$ cat src/rtl/axi_burst_addr_gen.sv
// rtl/axi_burst_addr_gen.sv - AXI burst to per-beat address/size descriptor sequencer
module axi_burst_addr_gen #(
    parameter int ADDR_WIDTH = 32
) (
    input  logic                  ACLK,
    input  logic                  ARESETn,
    input  logic                  CMD_VALID,
    output logic                  CMD_READY,
    input  logic [ADDR_WIDTH-1:0] CMD_ADDR,
    input  logic [7:0]            CMD_LEN,
    input  logic [2:0]            CMD_SIZE,
    input  logic [1:0]            CMD_BURST,
    output logic                  BEAT_VALID,
    input  logic                  BEAT_READY,
    output logic [ADDR_WIDTH-1:0] BEAT_ADDR,
    output logic [2:0]            BEAT_SIZE,
    output logic                  BEAT_LAST
);

    typedef enum logic {
        IDLE,
        BURST
    } state_t;

    state_t                  state;
    logic [7:0]              len_q;
    logic [7:0]              count;
    logic [1:0]              burst_q;
    logic [2:0]              size_clamped;
    logic [11:0]             step;
    logic [11:0]             low;
    logic [11:0]             aligned;
    logic [11:0]             incr_low;
    logic [11:0]             wrap_mask;
    logic [11:0]             next_low;
    logic                    wrap_legal;
    logic [ADDR_WIDTH-1:0]   next_addr;

    assign size_clamped = (CMD_SIZE > 3'd3) ? 3'd3 : CMD_SIZE;

    // Address arithmetic stays inside the 4 KB page; upper bits are carried unchanged.
    always_comb begin
        step       = 12'd1 << BEAT_SIZE;
        low        = BEAT_ADDR[11:0];
        aligned    = low & ~(step - 12'd1);
        incr_low   = aligned + step;
        wrap_legal = (burst_q == 2'b10) &&
                     ((len_q == 8'd1) || (len_q == 8'd3) ||
                      (len_q == 8'd7) || (len_q == 8'd15));
        wrap_mask  = (step * ({4'd0, len_q} + 12'd1)) - 12'd1;
        next_low   = incr_low;
        if (burst_q == 2'b00) begin
            next_low = low;
        end else if (wrap_legal) begin
            next_low = (low & ~wrap_mask) | (incr_low & wrap_mask);
        end
        next_addr        = BEAT_ADDR;
        next_addr[11:0]  = next_low;
    end

    always_ff @(posedge ACLK or negedge ARESETn) begin
        if (!ARESETn) begin
            state      <= IDLE;
            CMD_READY  <= 1'b0;
            BEAT_VALID <= 1'b0;
            BEAT_LAST  <= 1'b0;
            BEAT_ADDR  <= '0;
            BEAT_SIZE  <= 3'd0;
            len_q      <= 8'd0;
            count      <= 8'd0;
            burst_q    <= 2'b00;
        end else begin
            case (state)
                IDLE: begin
                    if (CMD_READY && CMD_VALID) begin
                        state      <= BURST;
                        CMD_READY  <= 1'b0;
                        BEAT_VALID <= 1'b1;
                        BEAT_ADDR  <= CMD_ADDR;
                        BEAT_SIZE  <= size_clamped;
                        BEAT_LAST  <= (CMD_LEN == 8'd0);
                        len_q      <= CMD_LEN;
                        burst_q    <= CMD_BURST;
                        count      <= 8'd0;
                    end else begin
                        CMD_READY  <= 1'b1;
                    end
                end
                BURST: begin
                    if (BEAT_READY) begin
                        if (BEAT_LAST) begin
                            state      <= IDLE;
                            BEAT_VALID <= 1'b0;
                            BEAT_LAST  <= 1'b0;
                            CMD_READY  <= 1'b1;
                        end else begin
                            count      <= count + 8'd1;
                            BEAT_LAST  <= ((count + 8'd1) == len_q);
                            BEAT_ADDR  <= next_addr;
                        end
                    end
                end
                default: state <= IDLE;
            endcase
        end
    end

endmodule
$ cat config.mk
export PLATFORM = sky130hd
export DESIGN_NAME = axi_burst_addr_gen
export DESIGN_NICKNAME = d
export VERILOG_FILES = /design/src/rtl/axi_burst_addr_gen.sv
export SDC_FILE = /design/constraint.sdc
export NUM_CORES = 1
export LEC_CHECK = 0
export CORE_MARGIN = 8
export CORE_UTILIZATION = 40
export DETAILED_ROUTE_END_ITERATION = 8
export MAX_ROUTING_LAYER = met4
export SYNTH_ARGS = -nofsm -noshare
export SYNTH_HDL_FRONTEND = slang
export SYNTH_SLANG_ARGS = --single-unit
$ cat constraint.sdc
create_clock -name ACLK -period 9.74 [get_ports ACLK]
set_input_delay 1.948 -clock ACLK [delete_from_list [all_inputs] [get_ports ACLK]]
set_output_delay 1.948 -clock ACLK [all_outputs]
set_load 0.01 [all_outputs]
==> results of run 1 <==
kinds of logic after synthesis:
logic type,count (synthesis),synth area share
AO/OA/AOI/OAI,122,0.144
XOR/XNOR,42,0.0711
adder cells (fa/ha/maj),71,0.219
buffers and inverters,92,0.0669
flip-flops,57,0.266
multiplexers,6,0.0112
AND/OR/NAND/NOR,271,0.223
routing by layer:
metal  vias up  wire length, um
met4         0              218
met1      2294             7120
met5         -                0
met2       157             7310
met3        15              876
li1       2339                -
Yosys cell counts (6+ instances only):
| library cell | count |
|---|---|
| clkbuf_1 | 16 |
| xor2_1 | 15 |
| nand2b_1 | 14 |
| xnor2_1 | 26 |
| o31ai_1 | 8 |
| nand2_1 | 153 |
| buf_2 | 8 |
| ha_1 | 33 |
| a21oi_1 | 33 |
| and2_1 | 7 |
| nor2_1 | 46 |
| nor3_1 | 6 |
| a31oi_1 | 11 |
| nand3_1 | 12 |
| mux2i_1 | 6 |
| fa_1 | 38 |
| dfrtp_1 | 57 |
| o21ai_0 | 27 |
| inv_1 | 65 |
| or3_1 | 9 |
per-stage QoR:
stage / instances / hold WS [ns] / setup slack, ns / util
2_1_floorplan: 661 / 0.469 / 3.80 / -
3_3_place_gp: 900 / 0.457 / 3.33 / 0.482
3_5_place_dp: 900 / 0.462 / 3.15 / 0.482
4_1_cts: 916 / 0.475 / 3.14 / 0.504
5_1_grt: 916 / 0.504 / 2.68 / 0.504
6_report: 916 / 0.469 / 3.11 / 0.504
area by class of cell:
cell class	count	share of cell area
clock buffer	11	0.0365
clock inverter	5	0.00827
inverter	66	0.0372
multi-input combinational	512	0.539
sequential	57	0.214
tap	176	0.0331
timing repair buffer	89	0.132
final timing paths:
path                                           start                   endpoint  slack (ns)  cells past startpoint
min                        BEAT_ADDR[17]$_DFFE_PN0P_  BEAT_ADDR[17]$_DFFE_PN0P_        0.47                      2
max in group asynchronous                    ARESETn       len_q[5]$_DFFE_PN0P_        7.48                      2
min reg2reg                BEAT_ADDR[17]$_DFFE_PN0P_  BEAT_ADDR[17]$_DFFE_PN0P_        0.47                      2
max reg2reg                 BEAT_SIZE[2]$_DFFE_PN0P_                  flip-flop        3.11                     20
min in group asynchronous                    ARESETn  BEAT_ADDR[14]$_DFFE_PN0P_        1.76                      2
max                         BEAT_SIZE[2]$_DFFE_PN0P_                  flip-flop        3.11                     20
worst max-delay path, delay by kind of cell, from the launching register on:
family                     cells  cell delay [ns]
and+or+nand+nor                4             1.19
adders and majority gates      6             2.80
muxes                          1             0.10
xor gates and xnor gates       1             0.49
DFF                            1             0.92
AOI/OAI and AO/OA              5             0.89
buffers and inverters          3             0.15
cells in the final DEF (no fill, tap or decap), types with 3 or more instances in the layout:
cell type,synthesis,final
mux2i_1,6,6
or3_1,9,9
xor2_1,15,15
o31ai_1,8,8
nor4_1,5,5
a21o_1,3,3
and2_1,7,7
dfrtp_1,57,57
o21a_1,3,3
nor3_1,6,6
a21oi_1,33,33
nand2b_1,14,14
o21ai_0,27,27
and3_1,5,5
nand2_1,153,153
nand3_1,12,12
a31oi_1,11,11
fa_1,38,38
o21bai_1,3,3
ha_1,33,33
clkdlybuf4s50_1,0,85
o211ai_1,5,5
a211oi_1,4,4
o21ai_1,4,4
clkbuf_16,0,9
xnor2_1,26,26
nor2_1,46,46
inv_1,65,65
a22o_1,3,3
buf_4,1,3
==> reports/results.ini, run 1 <==
[run_status]
status = finished, final reports clean

[setup_path]
crit_path_end_kind = flip-flop
start_kind = flip-flop
cp.required_ns = 9.99
crit_chain = nand2_1, nor2_1, nand2_1, fa_1, inv_1, fa_1, fa_1, fa_1, inv_1, fa_1, inv_1, ha_1, or3_1, a31oi_1, a21oi_1, a31oi_1, xnor3_1, a211oi_2, mux2i_1, a21oi_1
crit_top_cell = fa_1
slowest_delay_ns = 0.92
cp.arrival_ns = 6.88
slowest_stage = dfrtp_1
critPathKind = flip-flop to flip-flop
critPathMaxFanout = 30

[clocking]
clock-sinks = 57
clk_pin_slew_ns = 0.05
numCtsBuffers = 9
cts_root_buf = clkbuf_16
clock_latency_ns = 0.32
cts_tree = yes
htree_levels = 3
hold_buffers = 0
cts_setup_buffers = 0
cts_resized = 0
cts_buffer_depth = 2

[detailed_routing]
ant_nets = 0
totalWireLength_mm = 15.5
routed-via-count = 4805
dr.first_iter.drc_count = 330
wl_per_cell_um = 16.9
drc = 0
vias_per_cell = 5.25
drt-pass1-iter-count = 5

[cells_and_area]
fin_area_um2 = 6650
fillers = 1285
multiInputGateArea_um2 = 3580
regArea_um2 = 1430
drive_gt1_frac = 0.0351
nNetsFinal = 855
antenna_cells = 0
area_growth_pct = 23.9

[global_routing]
grt_usage = 0.186
grt_pass1_vias = 4972
grt_pass1_wl_mm = 25.9
grt_max_degree = 58
grtUsageMet2 = 0.300
use_met1 = 0.237
grt_overflow = 0
antenna_found_initial = 0
use_met3 = 0.0335
grt_busiest_layer = met2

[synth]
synth_flop_cell = dfrtp_1
synth_area_leaders = dfrtp_1 (27%), fa_1 (14%), nand2_1 (11%)
yosysTopAreaCell = dfrtp_1
ys_seq_area_frac = 0.266
synth.top_cell.area_share = 0.266
ys_types = 59
synthesis.nets = 781
yosysWarnings = 0
synth-edff-count = 0
avgSynthCellArea_um2 = 8.12
synth_area_um2 = 5370
synth_cells = 661
synth-async-reset-ratio = 1.00
ys_ff_latch = 57

[floorplan]
start_util = 0.407
die_w_um = 132
ios = 87
die_h_um = 132
rows = 42
core_um2 = 13200
dieArea_um2 = 17400

[placed_design]
place_congestion = 0.888
hpwlAfterDp_mm = 12.3
numPortBuffers = 86
placed_cell_area_um2 = 6360

[hold_path]
hp-class = flip-flop to flip-flop

[timing]
rsz0062_at_grt = false
setup_tns_ns = 0
period_minus_slack_ns = 6.63
hold_violations = 0
slew_viol_final = 0
worstMarginPinSlew_ns = 0.898
fmax_ghz = 0.151
setup_violations = 0
maxSlewHeadroom = 0.401
skew_ns = 0.00780
finalCritPeriodShare = 0.681

[job]
drv_cap = 0

Power of run 1 is not shown: default switching activity piles up to over one toggle a cycle in this logic, so the estimate is an artifact.
==> run 2: changes to the inputs <==
- PLACE_DENSITY: not set -> 0.65
- clock period: 9.74 -> 5.9 ns (I/O delays scaled with it)
==> run 2 against run 1 <==
Critical path depth grew 1. Non-clock buffer count is 58 higher. Worst setup slack worse by 3.1 ns. Register-to-register slack worse by 3.1 ns. Final area grew 8.9%. Die area did not move. First-iteration DRC count grew 5.2%. Clock skew up 0.00089 ns. Via count rose by 4.6%. Cell count grew 6.2%. Sequential share of layout area is 1.7 points lower. Hold slack improved by 0.0073 ns. Largest cell class unchanged.
==> reports/results.ini, run 2 (synthesized netlist as in run 1, its figures left out) <==
[timing]
hold_violations = 0
worstMarginPinSlew_ns = 0.739
skew_ns = 0.00870
setup_violations = 0
finalHoldWorstSlack_ns = 0.476
finalCritPeriodShare = 0.995
setup_slack_ns = 0.0288
rsz0062_at_grt = true
slew_viol_final = 0
period_minus_slack_ns = 5.87
maxSlewHeadroom = 0.507
fmax_ghz = 0.170

[global_routing]
grt_max_degree = 58
grt_overflow = 0
grt_pass1_wl_mm = 26.3
grt_pass1_vias = 5352
antenna_found_initial = 0
grt_usage = 0.188

[detailed_routing]
wl_per_cell_um = 16.4
dr.first_iter.drc_count = 347
routed-via-count = 5028
drt-pass1-iter-count = 5
totalWireLength_mm = 16.0
vias_per_cell = 5.17
drc = 0
ant_nets = 0

[run_status]
status = finished, final reports clean

[setup_path]
start_kind = flip-flop
slowest_delay_ns = 0.54
crit_chain = buf_4, buf_4, nand2_1, buf_4, or3_1, xnor2_1, nand2_1, ha_1, fa_1, inv_1, fa_1, fa_1, ha_1, ha_1, nor4_1, a21oi_2, a31oi_2, xnor3_2, a211oi_2, mux2i_1, a21oi_1
reg2reg_depth = 21
crit_path_end_kind = flip-flop
cp.arrival_ns = 6.11
critPathKind = flip-flop to flip-flop
slowest_stage = fa_1
timing.rr.start = len_q[1]$_DFFE_PN0P_
critPathMaxFanout = 5
cp.required_ns = 6.14
rrSetupSlack_ns = 0.03

[cells_and_area]
regArea_um2 = 1430
layout_common_cells = nand2_1 (153), clkdlybuf4s50_1 (85), buf_4 (61), inv_1 (59), dfrtp_1 (54)
multiInputGateArea_um2 = 3720
final_common_cell = nand2_1
antenna_cells = 0
nNetsFinal = 913
drive_gt1_frac = 0.138
final_core_util = 0.549
fillers = 1231
area_growth_pct = 34.9

[hold_path]
hp-class = flip-flop to flip-flop
worstHoldStart = BEAT_VALID$_DFFE_PN0P_
whs_endpoint = BEAT_VALID$_DFFE_PN0P_
holdPathStages = 2

[clocking]
clk_pin_slew_ns = 0.05
clock-sinks = 57
numCtsBuffers = 9
clock_latency_ns = 0.33
cts_tree = yes
cts_root_buf = clkbuf_16
cts_buffer_depth = 2
htree_levels = 3

[placed_design]
numPortBuffers = 86
place_ws_ns = -0.277
place_congestion = 0.939
hpwlAfterDp_mm = 12.8

[floorplan]
core_um2 = 13200
ios = 87
die_w_um = 132
dieArea_um2 = 17400
start_util = 0.407
rows = 42
die_h_um = 132

[job]
drv_cap = 0

## run 2: worst max path at each step
stage | startpoint | endpoint | slack, ns
floorplan | len_q[0]$_DFFE_PN0P_ | flip-flop | 0.02
global placement | len_q[0]$_DFFE_PN0P_ | flip-flop | -0.05
detailed placement | len_q[0]$_DFFE_PN0P_ | flip-flop | -0.28
CTS | len_q[1]$_DFFE_PN0P_ | flip-flop | 0.004
global route | len_q[1]$_DFFE_PN0P_ | flip-flop | -0.24
finish | len_q[1]$_DFFE_PN0P_ | flip-flop | 0.03
## run 2: per-layer routing
metal	global-route usage	share of wire	up-vias
met2	0.304	0.47	169
met3	0.0301	0.068	19
li1	-	-	2448
met1	0.241	0.45	2392
met5	-	0	-
met4	0.0523	0.011	0
## run 2: per-stage QoR
| stage | area (um2) | instances | TNS [ns] |
|---|---|---|---|
| floorplan | 5380 | 661 | 0 |
| finish | 7240 | 973 | 0 |
| CTS | 7130 | 971 | 0 |
| global route | 7240 | 973 | -0.307 |
| global placement | 6750 | 951 | -0.0506 |
| detailed placement | 6750 | 951 | -0.277 |
## run 2: worst max-delay path: cells and delay by family (launching register included)
| kind | cells | cell delay [ns] |
|---|---|---|
| compound gates | 4 | 0.76 |
| fa+ha+maj | 6 | 2.45 |
| simple gates | 4 | 0.96 |
| mux | 1 | 0.10 |
| xor+xnor | 2 | 0.69 |
| flops | 1 | 0.40 |
| buf+inv | 4 | 0.43 |
## run 2: cell type report
type,count,share of cell area
Timing Repair Buffer,147,0.181
Clock inverter,2,0.00484
Sequential cell,57,0.197
Tap cell,176,0.0304
Multi-Input combinational cell,512,0.513
Clock buffer,13,0.0387
Inverter,66,0.0342
## run 2: timing repair
action	4_1_cts	5_1_grt
gates resized for setup	6	23
pin swaps	8	17
hold buffers	0	0
gates cloned	0	0
setup buffers	5	4
setup endpoints to repair	1	4
Power of run 2 is left out for the same reason.
==> run 3: changes to the inputs <==
- DONT_BUFFER_PORTS: not set -> 1
- PLACE_DENSITY: 0.65 -> not set
==> run 3 against run 2 <==
Clock skew decreased by 0.0017 ns. Sequential share of layout area grew 2.7 points. Clock-buffer cell count down 2. Non-clock buffer count shrank 86. Critical path depth grew 1. Routed wire length fell by 3.6%. First-iteration DRC count down 2.0%. Sequential cell count did not move. Largest cell class unchanged.
==> reports/results.ini, run 3 (synthesized netlist as in run 1, its figures left out) <==
[run_status]
status = finished, final reports clean

[timing]
skew_ns = 0.00695
slew_viol_final = 0
maxSlewHeadroom = 0.569
hold_violations = 0
worstMarginPinSlew_ns = 0.647
setup_violations = 0
rsz0062_at_grt = false
period_minus_slack_ns = 5.70
fmax_ghz = 0.176
finalCritPeriodShare = 0.966
setup_tns_ns = 0

[detailed_routing]
vias_per_cell = 5.37
drc = 0
ant_nets = 0
totalWireLength_mm = 15.4
routed-via-count = 4762
dr.first_iter.drc_count = 340
wl_per_cell_um = 17.4
drt-pass1-iter-count = 5

[setup_path]
critPathMaxFanout = 3
cp.arrival_ns = 5.95
slowest_delay_ns = 0.52
crit_family = adder cells
crit_chain = inv_2, ha_4, or3_4, fa_1, inv_1, fa_1, inv_2, fa_1, inv_2, fa_1, inv_1, fa_1, inv_2, ha_4, or3_4, a31oi_4, a21oi_2, a31oi_1, xnor3_2, a211oi_2, mux2i_1, a21oi_1
crit_path_end_kind = flip-flop
critPathKind = flip-flop to flip-flop
critPathBufInv = 6
slowest_stage = fa_1
start_kind = flip-flop
crit_top_cell = fa_1
cp.required_ns = 6.15

[cells_and_area]
nNetsFinal = 827
drive_gt1_frac = 0.148
layout_common_cells = nand2_1 (151), inv_1 (61), buf_4 (59), dfrtp_1 (56), nor2_1 (46)
fin_cells = 887
area_growth_pct = 18.4
fin_area_um2 = 6350
antenna_cells = 0
final_common_cell = nand2_1

[clocking]
htree_levels = 3
cts_root_buf = clkbuf_16
numCtsBuffers = 9
clk_pin_slew_ns = 0.05
clock-sinks = 57
clock_latency_ns = 0.33
cts_buffer_depth = 2
cts_tree = yes

[placed_design]
placed_cells = 862
numPortBuffers = 0
place_congestion = 0.929
placed_cell_area_um2 = 5870
hpwlAfterDp_mm = 12.2

[floorplan]
rows = 42
dieArea_um2 = 17400
ios = 87
core_um2 = 13200
die_w_um = 132
die_h_um = 132
start_util = 0.407

[global_routing]
grt_pass1_wl_mm = 24.7
grt_max_degree = 58
grt_overflow = 0
grt_usage = 0.180
grt_pass1_vias = 4838
antenna_found_initial = 0

[hold_path]
hp-class = flip-flop to flip-flop

[job]
drv_cap = 0

## run 3: layer usage
metal / vias up / share of wire / wire length (um) / track usage
met5: - / 0 / 0 / -
met4: 0 / 0.020 / 302 / 0.0504
met3: 29 / 0.081 / 1250 / 0.0629
met2: 160 / 0.49 / 7490 / 0.296
met1: 2297 / 0.41 / 6380 / 0.203
li1: 2276 / - / - / -
## run 3: what timing repair did
item                       in CTS  in global routing
setup buffers                   0                 10
hold buffers                    0                  0
resized for setup               1                 28
setup endpoints to repair       1                  4
pin swaps                       1                 21
## run 3: per-stage QoR
stage / setup slack (ns) / hold WS (ns) / utilization
floorplan: 0.0216 / 0.469 / -
global placement: -0.0114 / 0.487 / 0.445
detailed placement: -0.141 / 0.513 / 0.445
CTS: 0.00861 / 0.527 / 0.466
global route: 0.00132 / 0.530 / 0.482
finish: 0.203 / 0.516 / 0.482
## run 3: area by class of cell
class	count	area (um2)
Fill cell	1264	6840
Multi-Input combinational cell	512	3720
Sequential cell	57	1430
Timing Repair Buffer	61	465
Inverter	66	248
Clock buffer	11	233
Tap cell	176	220
Clock inverter	4	45.0
## run 3: tightest hold or removal path, cell delays in order, from the launching register on
cell and delay (ns):
dfrtp_1 0.36, nand2_1 0.05, o21ai_0 0.07
## run 3: final timing paths
kind	from	endpoint	slack, ns	depth (start not counted)
hold reg to reg	count[7]$_DFFE_PN0P_	count[7]$_DFFE_PN0P_	0.52	2
min in group asynchronous	ARESETn	BEAT_ADDR[15]$_DFFE_PN0P_	0.54	0
setup / recovery	len_q[1]$_DFFE_PN0P_	flip-flop	0.20	22
max in group asynchronous	ARESETn	len_q[0]$_DFFE_PN0P_	5.25	0
hold / removal	count[7]$_DFFE_PN0P_	count[7]$_DFFE_PN0P_	0.52	2
setup reg to reg	len_q[1]$_DFFE_PN0P_	flip-flop	0.20	22
Power of run 3 is left out for the same reason.
==> patch 1, RTL diff (config.mk and constraints of run 2) <==
Change the parameter `ADDR_WIDTH` from 32 to 64.
--- a/src/rtl/axi_burst_addr_gen.sv
+++ b/src/rtl/axi_burst_addr_gen.sv
@@ -2,3 +2,3 @@
 module axi_burst_addr_gen #(
-    parameter int ADDR_WIDTH = 32
+    parameter int ADDR_WIDTH = 64
 ) (
Interface: changed (resized BEAT_ADDR and CMD_ADDR); port bits go from 87 to 151. The function was not compared with the original's and may differ.
==> patch 1 against run 2 <==
  * Critical path type unchanged
  * Synthesized cell count increased by 23%
  * Routed wire length increased by 26%
  * Utilization decreased by 1.0 points
  * Critical path depth increased by 1
  * Worst setup slack improved by 0.29 ns
  * Cell area increased by 22%
  * Synthesized area increased by 24%
  * Sequential cell count increased by 32
==> patch 1: results (changes against run 2) <==
- Layout cell share with drive strength beyond 1: 0.0669 (was 0.138)
- The count of placed standard cells including taps is 1174 (was 951).
* Portion of the post-synthesis area used by sequential elements: 0.335 (was 0.266)
- Routability Congestion: 0.928 (was 0.939)
- Max_slew headroom: 0.365 (was 0.507)
- Buffers outside the clock class: 178 (was 147)
- Pin count of the biggest net entering global routing: 74 (was 58)
- Detailed router's first-iteration violation count: 472 (was 347)
* Global-route wire length before repair: 32600 um (was 26300 um)
* Hold slack: 0.475 ns (was 0.476 ns)
* Reg-to-Reg Start: len_q[0] (was len_q[1])
- Clock transition at the register clock pins on the worst setup and hold paths after CTS: 0.07 ns (was 0.05 ns)
- Sum of routed wire segments on met1: 8850 um (was 7230 um)
* Post-synth design cell area: 6640 um^2 (was 5370 um^2)
- Worst slack, placed: 0.0265 ns (was -0.277 ns)
- The detailed route wirelength on metal3 came to 2160 um (was 1090 um).
- Via count of the first global-routing pass: 6211 (was 5352)
- The clock sink count is 89 (was 57).
* ClkCell Share: 0.0341 (was 0.0435)
* Non-clock inverter count: 64 (was 66)
* Clk_lat worst skew: 0.35 ns (was 0.33 ns)
* Met2 demand-to-capacity share in global routing: 0.303 (was 0.304)
- Outcome: finished, final reports clean (unchanged).
- The storage element area is 2230 um^2 (was 1430 um^2).
* Peak clock frequency supported by timing: 179 MHz (was 170 MHz)
- The length in cells of the worst reg-to-reg path was 22 (was 21).
- The overall routing resource usage is 0.207 (was 0.188).
- Vias per cell: 5.10 (was 5.17)
* Multi-In Gates: 624 (was 512)
- The critical hold path startpoint is BEAT_ADDR[41] (was BEAT_VALID).
- The maximum net fanout on the critical path is 12 (was 5).
- The data arrival time at the worst-slack endpoint was 5.82 ns (was 6.11 ns).
* Count of fill cells added during filler insertion: 1536 (was 1231)
* Detailed route wirelength on metal2: 8930 um (was 7500 um)
* Worst-case hold path end point: BEAT_ADDR[41] (was BEAT_VALID)
* Clock buf count: 9 (was 13)
- Area Overhead vs Synth: 33.1% (was 34.9%)
- The number of instances in the synthesized netlist is 812 (was 661).
- GR Util met1: 0.262 (was 0.241)
* Worst setup startpoint: len_q[0] (was len_q[1])
* Final non-clock buffer share: 0.194 (was 0.181)
- Most frequent cells after synthesis: 252 x nand2_1, 89 x dfrtp_1, 63 x inv_1 (was 153 x nand2_1, 65 x inv_1, 57 x dfrtp_1).
* Worst clock skew: 0.00539 ns (was 0.00870 ns)
- The number of library cell types mapped by synthesis is 60 (was 59).
- The HPWL after detailed placement was 15600 um (was 12800 um).
patch 1: cell count changes in the layout (fill, tap and decap cells not counted), sizes merged, moves of 8 or more:
cell           before  now
nand2             153  252
clkdlybuf4s50      85  149
buf                62   29
dfrtp              57   89
nor3                7   17
or3                 9    1
patch 1: timing repair:
| action | CTS | global route |
|---|---|---|
| setup buffers | 0 | 1 |
| setup endpoints to repair | 0 | 4 |
| resized for setup | 0 | 13 |
patch 1: worst register-to-register path, delay by kind of cell (launching register included):
kind                       cells  cell delay (ns)
AOI/OAI and AO/OA              6             0.96
xor gates and xnor gates       1             0.19
adders and majority gates      7             3.17
buffers and inverters          6             0.42
DFF                            1             0.43
and+or+nand+nor                2             0.29
patch 1: kinds of logic (layout without fill, tap and decap cells):
kind of cell	Yosys count	count (layout)	share of synthesized area
simple gates	389	389	0.252
compound gates	112	112	0.106
buf+inv	99	258	0.0601
flops	89	89	0.335
fa+ha+maj	71	71	0.177
xor+xnor	46	46	0.0607
mux	6	6	0.00923
==> patch 2, RTL diff (config.mk and constraints of run 2) <==
Made on the original files. Make the reset (`ARESETn`) synchronous in one clocked block.
--- a/src/rtl/axi_burst_addr_gen.sv
+++ b/src/rtl/axi_burst_addr_gen.sv
@@ -60,3 +60,3 @@
 
-    always_ff @(posedge ACLK or negedge ARESETn) begin
+    always_ff @(posedge ACLK) begin
         if (!ARESETn) begin
Function: differs if ARESETn is asserted again (counterexample within 4 cycles, from zero or initial values and one cycle with ARESETn low); with ARESETn held inactive, the same outputs for 4 cycles.
==> patch 2 against run 2 <==
  * Non-clock buffer count down 28
  * Sequential cell count unchanged
  * Synthesized area grew 2.7%
  * Worst setup slack better by 0.17 ns
  * Count of clock-buffer cells in the layout is 4 lower
  * First-iteration DRC count is 22% higher
  * Routed wire length is 4.5% higher
  * Die area grew 2.3%
  * Cell area down 2.3%
  * Utilization fell by 3.1 points
Power is left out: it rests on default switching activity, and per cell area and clock period it moved more than threefold.
==> patch 2: results (changes against run 2) <==
- Clk_lat worst skew: 0.33 ns (about the same)
- Prevailing post-synth register cell: dfxtp_1 (was dfrtp_1)
* Maximum level of the CTS H-tree: 3 (unchanged)
- Outcome: finished, final reports clean (unchanged)
* Routability Congestion: 0.912 (was 0.939)
- The number of instances on the worst hold path came to 2 (unchanged).
- The number of gates given a new drive strength after cts is 2 (was 6).
* Placed cells: 956 (was 951)
- Synth top area cells: dfxtp_1 21%, fa_1 14%, nand2_1 8.5%, ha_1 7.5%, a21oi_1 6.6% (was dfrtp_1 27%, fa_1 14%, nand2_1 11%, ha_1 7.7%, inv_1 4.5%)
- Antenna cell count: 0 (unchanged)
- Final cell count without fillers: 975 (was 973)
- Class of the most critical hold timing path: register to register (unchanged)
* Critical Path Max Stage Delay: ~0.53 ns
- The number of global-route vias before repair was 5638 (was 5352).
- The number of library cell types mapped by synthesis was 82 (was 59).
* Number of cells on the worst reg-to-reg path: 21 (unchanged)
- The proportion of layout cells with a drive suffix above 1 came to 0.116 (was 0.138).
* Buffers inserted during post-CTS setup optimization: 0 (was 5)
* Vias after detailed routing: 5344 (was 5028)
- The number of nets in the finished design is 910 (was 913).
- The HPWL after detailed placement came to 13100 um (was 12800 um).
* Worst Path Class, Setup: register to register (unchanged)
- Total Wirelength: 16700 um (was 16000 um)
- The critical hold path startpoint was BEAT_ADDR[29] (was BEAT_VALID).
* Portion of the post-synthesis area used by sequential elements: 0.207 (was 0.266)
- The number of CTS-inserted buffers was 9 (unchanged).
- Reg-to-Reg Start: len_q[1] (unchanged)
* Synthesized netlist cell count: 697 (was 661)
- The global-route wire length before repair is 27500 um (was 26300 um).
* Number of buffers on the longest clock path: 2 (unchanged)
- The port buffer count is 86 (unchanged).
- The synthesized-area fraction occupied by xor and xnor cells is 0.0744 (was 0.0711).
- Nets in the synthesized netlist: 817 (was 781)
- The overall routing resource usage was 0.193 (was 0.188).
- Yosys warns: 0 (unchanged)
- Asr flop ratio synth: 0 (was 1.00)
* Drt pass-1 iters: 6 (was 5)
- The clock tree skew after final layout was 0.00970 ns (was 0.00870 ns).
* Max FO, Critical Path: 6 (was 5)
- Arrival time at the worst endpoint: 5.90 ns (was 6.11 ns)
- The post-synthesis adder-cell area fraction is 0.213 (was 0.219).
* Synth Area in Compound Gates: 0.185 (was 0.144)
* Critical Path Slowest Stage Cell: fa_1 (unchanged)
- Multiplexer area fraction after synthesis: 0.00409 (was 0.0112)
- Clock transition at the register clock pins on the worst setup and hold paths after CTS: 0.05 ns (about the same)
- The number of DRC markers after the initial detailed-route iteration is 422 (was 347).
- Cell family with most CP delay: adder cells (unchanged)
* Clock root buffer: clkbuf_16 (unchanged)
- Max_slew headroom: 0.378 (was 0.507)
- The maximum number of pins on one net before global-route repair is 44 (was 58).
- The remaining antenna violation count after routing is 0 (unchanged).
- Most frequent cells after synthesis: 125 x nand2_1, 73 x a21oi_1, 61 x inv_1 (was 153 x nand2_1, 65 x inv_1, 57 x dfrtp_1).
-- patch 2: changes by cell type in the layout (fill, tap and decap cells not counted), moves of 7 or more --
cell	before	now
a21oi_1	32	73
o21ai_0	27	18
nand2_1	153	125
dfxtp_1	0	53
buf_4	61	32
o21ai_1	4	11
xnor2_1	25	17
a31oi_1	9	2
o31ai_1	8	1
dfrtp_1	54	0
nor3_1	6	16
-- patch 2: worst reg2reg max path, cell delays in order (launching register included) --
cell       delay, ns
dfxtp_2         0.38
ha_2            0.25
xor2_1          0.20
nand2_1         0.10
fa_1            0.50
inv_1           0.05
fa_1            0.51
inv_1           0.05
fa_1            0.48
inv_1           0.06
fa_1            0.53
inv_1           0.06
fa_1            0.53
inv_1           0.04
ha_1            0.32
a2111oi_2       0.39
a21oi_1         0.16
a31o_2          0.28
xnor2_2         0.15
xnor2_1         0.16
a221oi_2        0.27
o32ai_2         0.10
-- patch 2: final cells by class --
class	count	area, um^2
Timing Repair Buffer	119	1110
Inverter	62	233
Tap cell	180	225
Fill cell	1326	6590
Clock inverter	7	95.1
Multi-Input combinational cell	541	4040
Clock buffer	9	225
Sequential cell	57	1150
-- patch 2: final timing paths --
path              slack (ns)            end
setup / recovery        0.20       register
hold / removal          0.46  BEAT_ADDR[29]
setup reg to reg        0.20       register
hold reg to reg         0.46  BEAT_ADDR[29]
-- patch 2: metrics by stage --
stage                     hold WS, ns  area (um^2)  setup WS, ns
final                           0.457         7080         0.201
after global placement          0.442         6640         0.226
after global routing            0.480         7080       -0.0155
after detailed placement        0.449         6640      -0.00384
after CTS                       0.459         6970        0.0290
after floorplan                 0.459         5510         0.184
-- patch 2: metal layers --
layer	share of wire	global-route usage
met2	0.47	0.315
met1	0.43	0.228
met3	0.082	0.0471
met4	0.018	0.0667
met5	0	-
